`src/rtl/mem_arb_pkg.sv`:
```
// Shared encodings for the unified-memory port arbiter: FSM states, owner tags
// and access-size codes.
package mem_arb_pkg;

  typedef enum logic [1:0] {
    IDLE  = 2'd0,
    ISSUE = 2'd1,
    WAIT  = 2'd2
  } state_e;

  localparam logic OWN_IF = 1'b0;
  localparam logic OWN_D  = 1'b1;

  localparam logic [1:0] SZ_BYTE = 2'b00;
  localparam logic [1:0] SZ_HALF = 2'b01;
  localparam logic [1:0] SZ_WORD = 2'b10;

endpackage

```
`src/rtl/mem_arb_pick.sv`:
```
// Winner selection between IF and D plus the tie-break history register.
// MEM_ARB_ROUND_ROBIN_EN selects round-robin ties instead of D priority with IF starvation guard.
module mem_arb_pick
  import mem_arb_pkg::*;
#(
  parameter int STARVE_LIMIT = 4
) (
  input  logic clk,
  input  logic rst,
  input  logic en,
  input  logic if_req,
  input  logic d_req,
  output logic if_win,
  output logic d_win
);

`ifdef MEM_ARB_ROUND_ROBIN_EN
  logic last_owner_r;

  // Pick the winner; on a tie the requester not granted last time wins.
  always_comb begin
    if_win = 1'b0;
    d_win  = 1'b0;
    if (en) begin
      if (if_req && d_req) begin
        if (last_owner_r == OWN_IF) begin
          d_win = 1'b1;
        end else begin
          if_win = 1'b1;
        end
      end else begin
        if_win = if_req;
        d_win  = d_req;
      end
    end else begin
      if_win = 1'b0;
      d_win  = 1'b0;
    end
  end

  // Remember which requester took the most recent grant.
  always_ff @(posedge clk) begin
    if (rst) begin
      last_owner_r <= OWN_IF;
    end else if (d_win) begin
      last_owner_r <= OWN_D;
    end else if (if_win) begin
      last_owner_r <= OWN_IF;
    end else begin
      last_owner_r <= last_owner_r;
    end
  end
`else
  logic [3:0] starve_cnt_r;
  logic       force_if_s;

  assign force_if_s = (starve_cnt_r >= 4'(STARVE_LIMIT));

  // Pick the winner; D has priority until IF has lost STARVE_LIMIT ties in a row.
  always_comb begin
    if_win = 1'b0;
    d_win  = 1'b0;
    if (en) begin
      if (if_req && d_req) begin
        if (force_if_s) begin
          if_win = 1'b1;
        end else begin
          d_win = 1'b1;
        end
      end else begin
        if_win = if_req;
        d_win  = d_req;
      end
    end else begin
      if_win = 1'b0;
      d_win  = 1'b0;
    end
  end

  // Count consecutive lost IF ties, saturating at 15, cleared on an IF grant.
  always_ff @(posedge clk) begin
    if (rst) begin
      starve_cnt_r <= 4'd0;
    end else if (if_win) begin
      starve_cnt_r <= 4'd0;
    end else if (d_win && if_req && (starve_cnt_r != 4'd15)) begin
      starve_cnt_r <= starve_cnt_r + 4'd1;
    end else begin
      starve_cnt_r <= starve_cnt_r;
    end
  end
`endif

endmodule

```
`src/rtl/mem_port_arbiter.sv`:
```
// Shares one single-port memory between instruction fetch and load/store, one access at a time.
// Optional macro MEM_ARB_ROUND_ROBIN_EN switches tie-breaking to round-robin (see mem_arb_pick).
module mem_port_arbiter
  import mem_arb_pkg::*;
#(
  parameter int ADDR_W       = 32,
  parameter int DATA_W       = 32,
  parameter int STARVE_LIMIT = 4
) (
  input  logic              clk,
  input  logic              rst,
  input  logic              if_req,
  input  logic [ADDR_W-1:0] if_addr,
  output logic              if_gnt,
  output logic              if_rvalid,
  output logic [DATA_W-1:0] if_rdata,
  input  logic              d_req,
  input  logic              d_we,
  input  logic [ADDR_W-1:0] d_addr,
  input  logic [DATA_W-1:0] d_wdata,
  input  logic [1:0]        d_size,
  output logic              d_gnt,
  output logic              d_rvalid,
  output logic [DATA_W-1:0] d_rdata,
  output logic              m_req,
  output logic              m_we,
  output logic [ADDR_W-1:0] m_addr,
  output logic [DATA_W-1:0] m_wdata,
  output logic [1:0]        m_size,
  input  logic              m_gnt,
  input  logic              m_rvalid,
  input  logic [DATA_W-1:0] m_rdata,
  output logic              busy
);

  state_e            state_r, state_s;
  logic              owner_r;
  logic [ADDR_W-1:0] addr_r;
  logic              we_r;
  logic [DATA_W-1:0] wdata_r;
  logic [1:0]        size_r;
  logic [DATA_W-1:0] if_rdata_r, d_rdata_r;
  logic              if_rvalid_r, d_rvalid_r;
  logic              arb_en_s, if_win_s, d_win_s;

  // Grants are only offered in IDLE and never while reset is asserted.
  assign arb_en_s = (state_r == IDLE) && !rst;

  mem_arb_pick #(.STARVE_LIMIT(STARVE_LIMIT)) u_pick (
    .clk    (clk),
    .rst    (rst),
    .en     (arb_en_s),
    .if_req (if_req),
    .d_req  (d_req),
    .if_win (if_win_s),
    .d_win  (d_win_s)
  );

  // FSM state register.
  always_ff @(posedge clk) begin
    if (rst) begin
      state_r <= IDLE;
    end else begin
      state_r <= state_s;
    end
  end

  // FSM next-state logic.
  always_comb begin
    state_s = state_r;
    case (state_r)
      IDLE: begin
        if (if_win_s || d_win_s) state_s = ISSUE;
        else                     state_s = IDLE;
      end
      ISSUE: begin
        if (m_gnt) state_s = we_r ? IDLE : WAIT;
        else       state_s = ISSUE;
      end
      WAIT: begin
        if (m_rvalid) state_s = IDLE;
        else          state_s = WAIT;
      end
      default: state_s = IDLE;
    endcase
  end

  // Latch the winning request and capture read responses for their owner.
  always_ff @(posedge clk) begin
    if (rst) begin
      owner_r     <= OWN_IF;
      addr_r      <= {ADDR_W{1'b0}};
      we_r        <= 1'b0;
      wdata_r     <= {DATA_W{1'b0}};
      size_r      <= 2'b00;
      if_rdata_r  <= {DATA_W{1'b0}};
      d_rdata_r   <= {DATA_W{1'b0}};
      if_rvalid_r <= 1'b0;
      d_rvalid_r  <= 1'b0;
    end else begin
      if_rvalid_r <= 1'b0;
      d_rvalid_r  <= 1'b0;
      if (d_win_s) begin
        owner_r <= OWN_D;
        addr_r  <= d_addr;
        we_r    <= d_we;
        wdata_r <= d_wdata;
        size_r  <= d_size;
      end else if (if_win_s) begin
        owner_r <= OWN_IF;
        addr_r  <= if_addr;
        we_r    <= 1'b0;
        wdata_r <= {DATA_W{1'b0}};
        size_r  <= SZ_WORD;
      end
      if ((state_r == WAIT) && m_rvalid) begin
        if (owner_r == OWN_D) begin
          d_rdata_r  <= m_rdata;
          d_rvalid_r <= 1'b1;
        end else begin
          if_rdata_r  <= m_rdata;
          if_rvalid_r <= 1'b1;
        end
      end
    end
  end

  // FSM outputs; write enable is qualified so a stale store never leaks outside ISSUE.
  always_comb begin
    m_req     = (state_r == ISSUE);
    m_we      = (state_r == ISSUE) && we_r;
    m_addr    = addr_r;
    m_wdata   = wdata_r;
    m_size    = size_r;
    busy      = (state_r != IDLE);
    if_gnt    = if_win_s;
    d_gnt     = d_win_s;
    if_rvalid = if_rvalid_r;
    if_rdata  = if_rdata_r;
    d_rvalid  = d_rvalid_r;
    d_rdata   = d_rdata_r;
  end

endmodule

```
`config.mk`:
```
export PLATFORM = sky130hd
export DESIGN_NAME = mem_port_arbiter
export DESIGN_NICKNAME = d
export VERILOG_FILES = /design/src/rtl/mem_arb_pkg.sv /design/src/rtl/mem_arb_pick.sv /design/src/rtl/mem_port_arbiter.sv
export SDC_FILE = /design/constraint.sdc
export NUM_CORES = 1
export LEC_CHECK = 0
export CORE_MARGIN = 5
export CORE_UTILIZATION = 35
export CTS_BUF_LIST = sky130_fd_sc_hd__clkbuf_16
export DETAILED_ROUTE_END_ITERATION = 6
export DONT_BUFFER_PORTS = 1
export PLACE_DENSITY_LB_ADDON = 0.08
export SLEW_MARGIN = 0
export SYNTH_ARGS = -nofsm -noshare
export SYNTH_HDL_FRONTEND = slang
export SYNTH_SLANG_ARGS = --single-unit
```
`constraint.sdc`:
```
create_clock -name clk -period 1.42 [get_ports clk]
set_input_delay 0.142 -clock clk [delete_from_list [all_inputs] [get_ports clk]]
set_output_delay 0.142 -clock clk [all_outputs]
set_load 0.05 [all_outputs]
```
==> results.json <==
{
  "slew-limit-headroom_pct": 52.9,
  "final_common_cell": "buf_4",
  "dieArea_sq_um": 18800,
  "place_congestion": 0.806,
  "die_h_um": 137,
  "synth_edf_count": 0,
  "ir_drop_mv": 0.757,
  "grt_max_degree": 147,
  "port_buffers": 0,
  "r2r_cells": 10,
  "fin_skew_ps": 8.83,
  "die_w_um": 137,
  "antenna_found_initial": 0,
  "end_kind": "output pin",
  "m1WireLength_mm": 8.38,
  "placedInstanceArea_sq_um": 7100,
  "dp_hpwl_mm": 13.2,
  "io_pins": 274,
  "hold_class": "primary input to register",
  "crit_path_end": "if_gnt",
  "critPathKind": "register to output pin",
  "vias": 5931,
  "fin_tns_setup_ps": -34050,
  "finalCritPeriodShare_pct": 132,
  "clock-sinks": 140,
  "drtIter0Drc": 323,
  "hold_depth": 1,
  "fin_nets": 976,
  "start_kind": "register",
  "status": "complete, but fails checks",
  "ys_ff_latch": 140,
  "floorplan.initialDensity_pct": 35.6,
  "pre_cts_slack_ps": -338,
  "final_antenna_net_count": 0,
  "cts_tree": "built",
  "htreeDepth": 4,
  "postLayoutCellArea_sq_um": 9910,
  "tightest_slew_ps": 707,
  "drive_gt1_share_pct": 58.4,
  "worstPathArrival_ps": 1730,
  "insertedDiodeCount": 0,
  "r2r-end": "u_pick.starve_cnt_r[2]$_SDFFE_PP0P_",
  "drcViolationCount": 0,
  "viasPerCell": 5.56,
  "wire_per_inst_um": 21.7,
  "row_count": 46,
  "grt_pass1_vias": 5554,
  "wl_mm": 23.1,
  "grt-ovfl-total": 0,
  "wl_met3_mm": 2.32,
  "syn_inst": 683,
  "grt_util_all_layers_pct": 20.8,
  "ctsLongestPathBuffers": 2,
  "syn_area_sq_um": 5660,
  "synthToLayoutAreaGrowth_pct": 75.1,
  "setup_viol": 139,
  "stdcell_count": 1067,
  "wl_met2_mm": 11.9,
  "synth_cell_types": 33,
  "whs_ps": -207,
  "maxCapViolCount": 0,
  "synth.avg_cell_area_sq_um": 8.29,
  "synth_seq_area_share_pct": 49.5,
  "violations": "negative hold slack, negative setup slack",
  "cts_made_buffers": 17,
  "critPathMaxFanout": 2,
  "slew_viol_final": 0,
  "path_clk_slew_ps": 50,
  "r2r_start": "state_r[0]$_SDFF_PP0_",
  "ys.flop_type": "dfxtp_1",
  "rsz0062_at_grt": "yes",
  "setup_slack_ps": -452,
  "fin_util_pct": 62.4,
  "dp_cells": 992,
  "core-area_sq_um": 15900,
  "rrSetupSlack_ps": -410,
  "max_freq_mhz": 534,
  "clock-root-buffer": "clkbuf_16",
  "worstPathRequired_ps": 1280,
  "leakage_nw": 3.72,
  "top_layer_used": "met4",
  "critical_path.startpoint": "state_r[0]$_SDFF_PP0_",
  "syn-num-nets": 821,
  "power_density_nw_per_um2": 1050,
  "period_needed_ps": 1870,
  "ys.warnings.count": 0,
  "hold_viol_final": 135,
  "clock_latency_ps": 420,
  "drtPass1Iterations": 4,
  "grt_pass1_wl_mm": 30.7,
  "layout_common_cells": "buf_4 (151), dfxtp_1 (138), a21oi_2 (86), nand2_1 (66), nand2_4 (51)",
  "finalPower_mw": 10.4,
  "async_flop_share_pct": 0
}
[state kept, by name, summed over array words and instances, names as in the netlist]
name and cells:
d_rdata 32, d_rvalid 1, if_rdata 32, if_rvalid 1, m_addr 32, m_size 2, m_wdata 32, owner_r 1
state_r 2, u_pick.starve_cnt_r 4, we_r 1
[cell usage after synthesis (2+ instances only)]
library cell | instances | area [sq um]
dfxtp_1 | 140 | 2800
a21oi_1 | 137 | 686
nand2_1 | 131 | 492
clkbuf_1 | 46 | 173
o21ai_0 | 36 | 180
nand3_1 | 34 | 170
a2111oi_0 | 32 | 280
nor4_1 | 32 | 200
buf_2 | 24 | 120
nor3_2 | 20 | 200
nor3_1 | 16 | 80.1
nor2_1 | 5 | 18.8
buf_6 | 4 | 45.0
inv_1 | 3 | 11.3
nand4b_1 | 2 | 17.5
nor2b_1 | 2 | 12.5
nor3b_1 | 2 | 15.0
or4b_1 | 2 | 20.0
[timing repair]
item,CTS,global route
hold endpoints to repair,140,140
buffers inserted,17,16
pin swaps,11,152
setup endpoints to repair,73,141
gates cloned,8,10
gates resized for setup,60,341
[cell type report]
class | count | area (sq um)
clock buffer | 17 | 425
clock inverter | 15 | 133
fill | 1319 | 5980
inverter | 3 | 15.0
multi-input combinational | 465 | 4090
sequential | 140 | 2810
tap | 216 | 270
timing repair buffer | 211 | 2170
[worst min-delay path by stage]
stage	from	end	slack, ps
detailed placement	rst	m_wdata[21]$_SDFFE_PP0P_	240
global route	rst	m_wdata[10]$_SDFFE_PP0P_	-210
finish	rst	m_wdata[10]$_SDFFE_PP0P_	-210
floorplan	m_rdata[10]	d_rdata[10]$_SDFFE_PP0P_	280
CTS	rst	m_wdata[16]$_SDFFE_PP0P_	-210
global placement	rst	m_addr[10]$_SDFFE_PP0P_	240
[cell families after synthesis]
family | after synthesis | share of synthesized area, %
and+or+nand+nor | 256 | 23.3
AOI/OAI and AO/OA | 208 | 20.6
DFF | 140 | 49.5
buffers and inverters | 78 | 6.30
adders and majority gates | 1 | 0.221
[worst max-delay path: stages, from the launching register on]
cell     delay [ps]
dfxtp_2         330
buf_6           110
or4b_4          550
a21oi_4         170
buf_12          160
[metal layers]
metal  vias up  global-route usage [%]
met4         0                    8.43
met3        40                    8.95
li1       2768                       -
met2       247                    34.5
met5         -                       0
met1      2876                    23.4
[power by group]
part / switching (mW) / total [mW] / leakage [nW] / internal [mW]
combinational: 1.20 / 1.96 / 2.31 / 0.758
clock: 1.69 / 4.23 / 0.267 / 2.54
sequential: 0.0978 / 4.20 / 1.14 / 4.10
No activity file was read; power rests on OpenSTA's default activity.
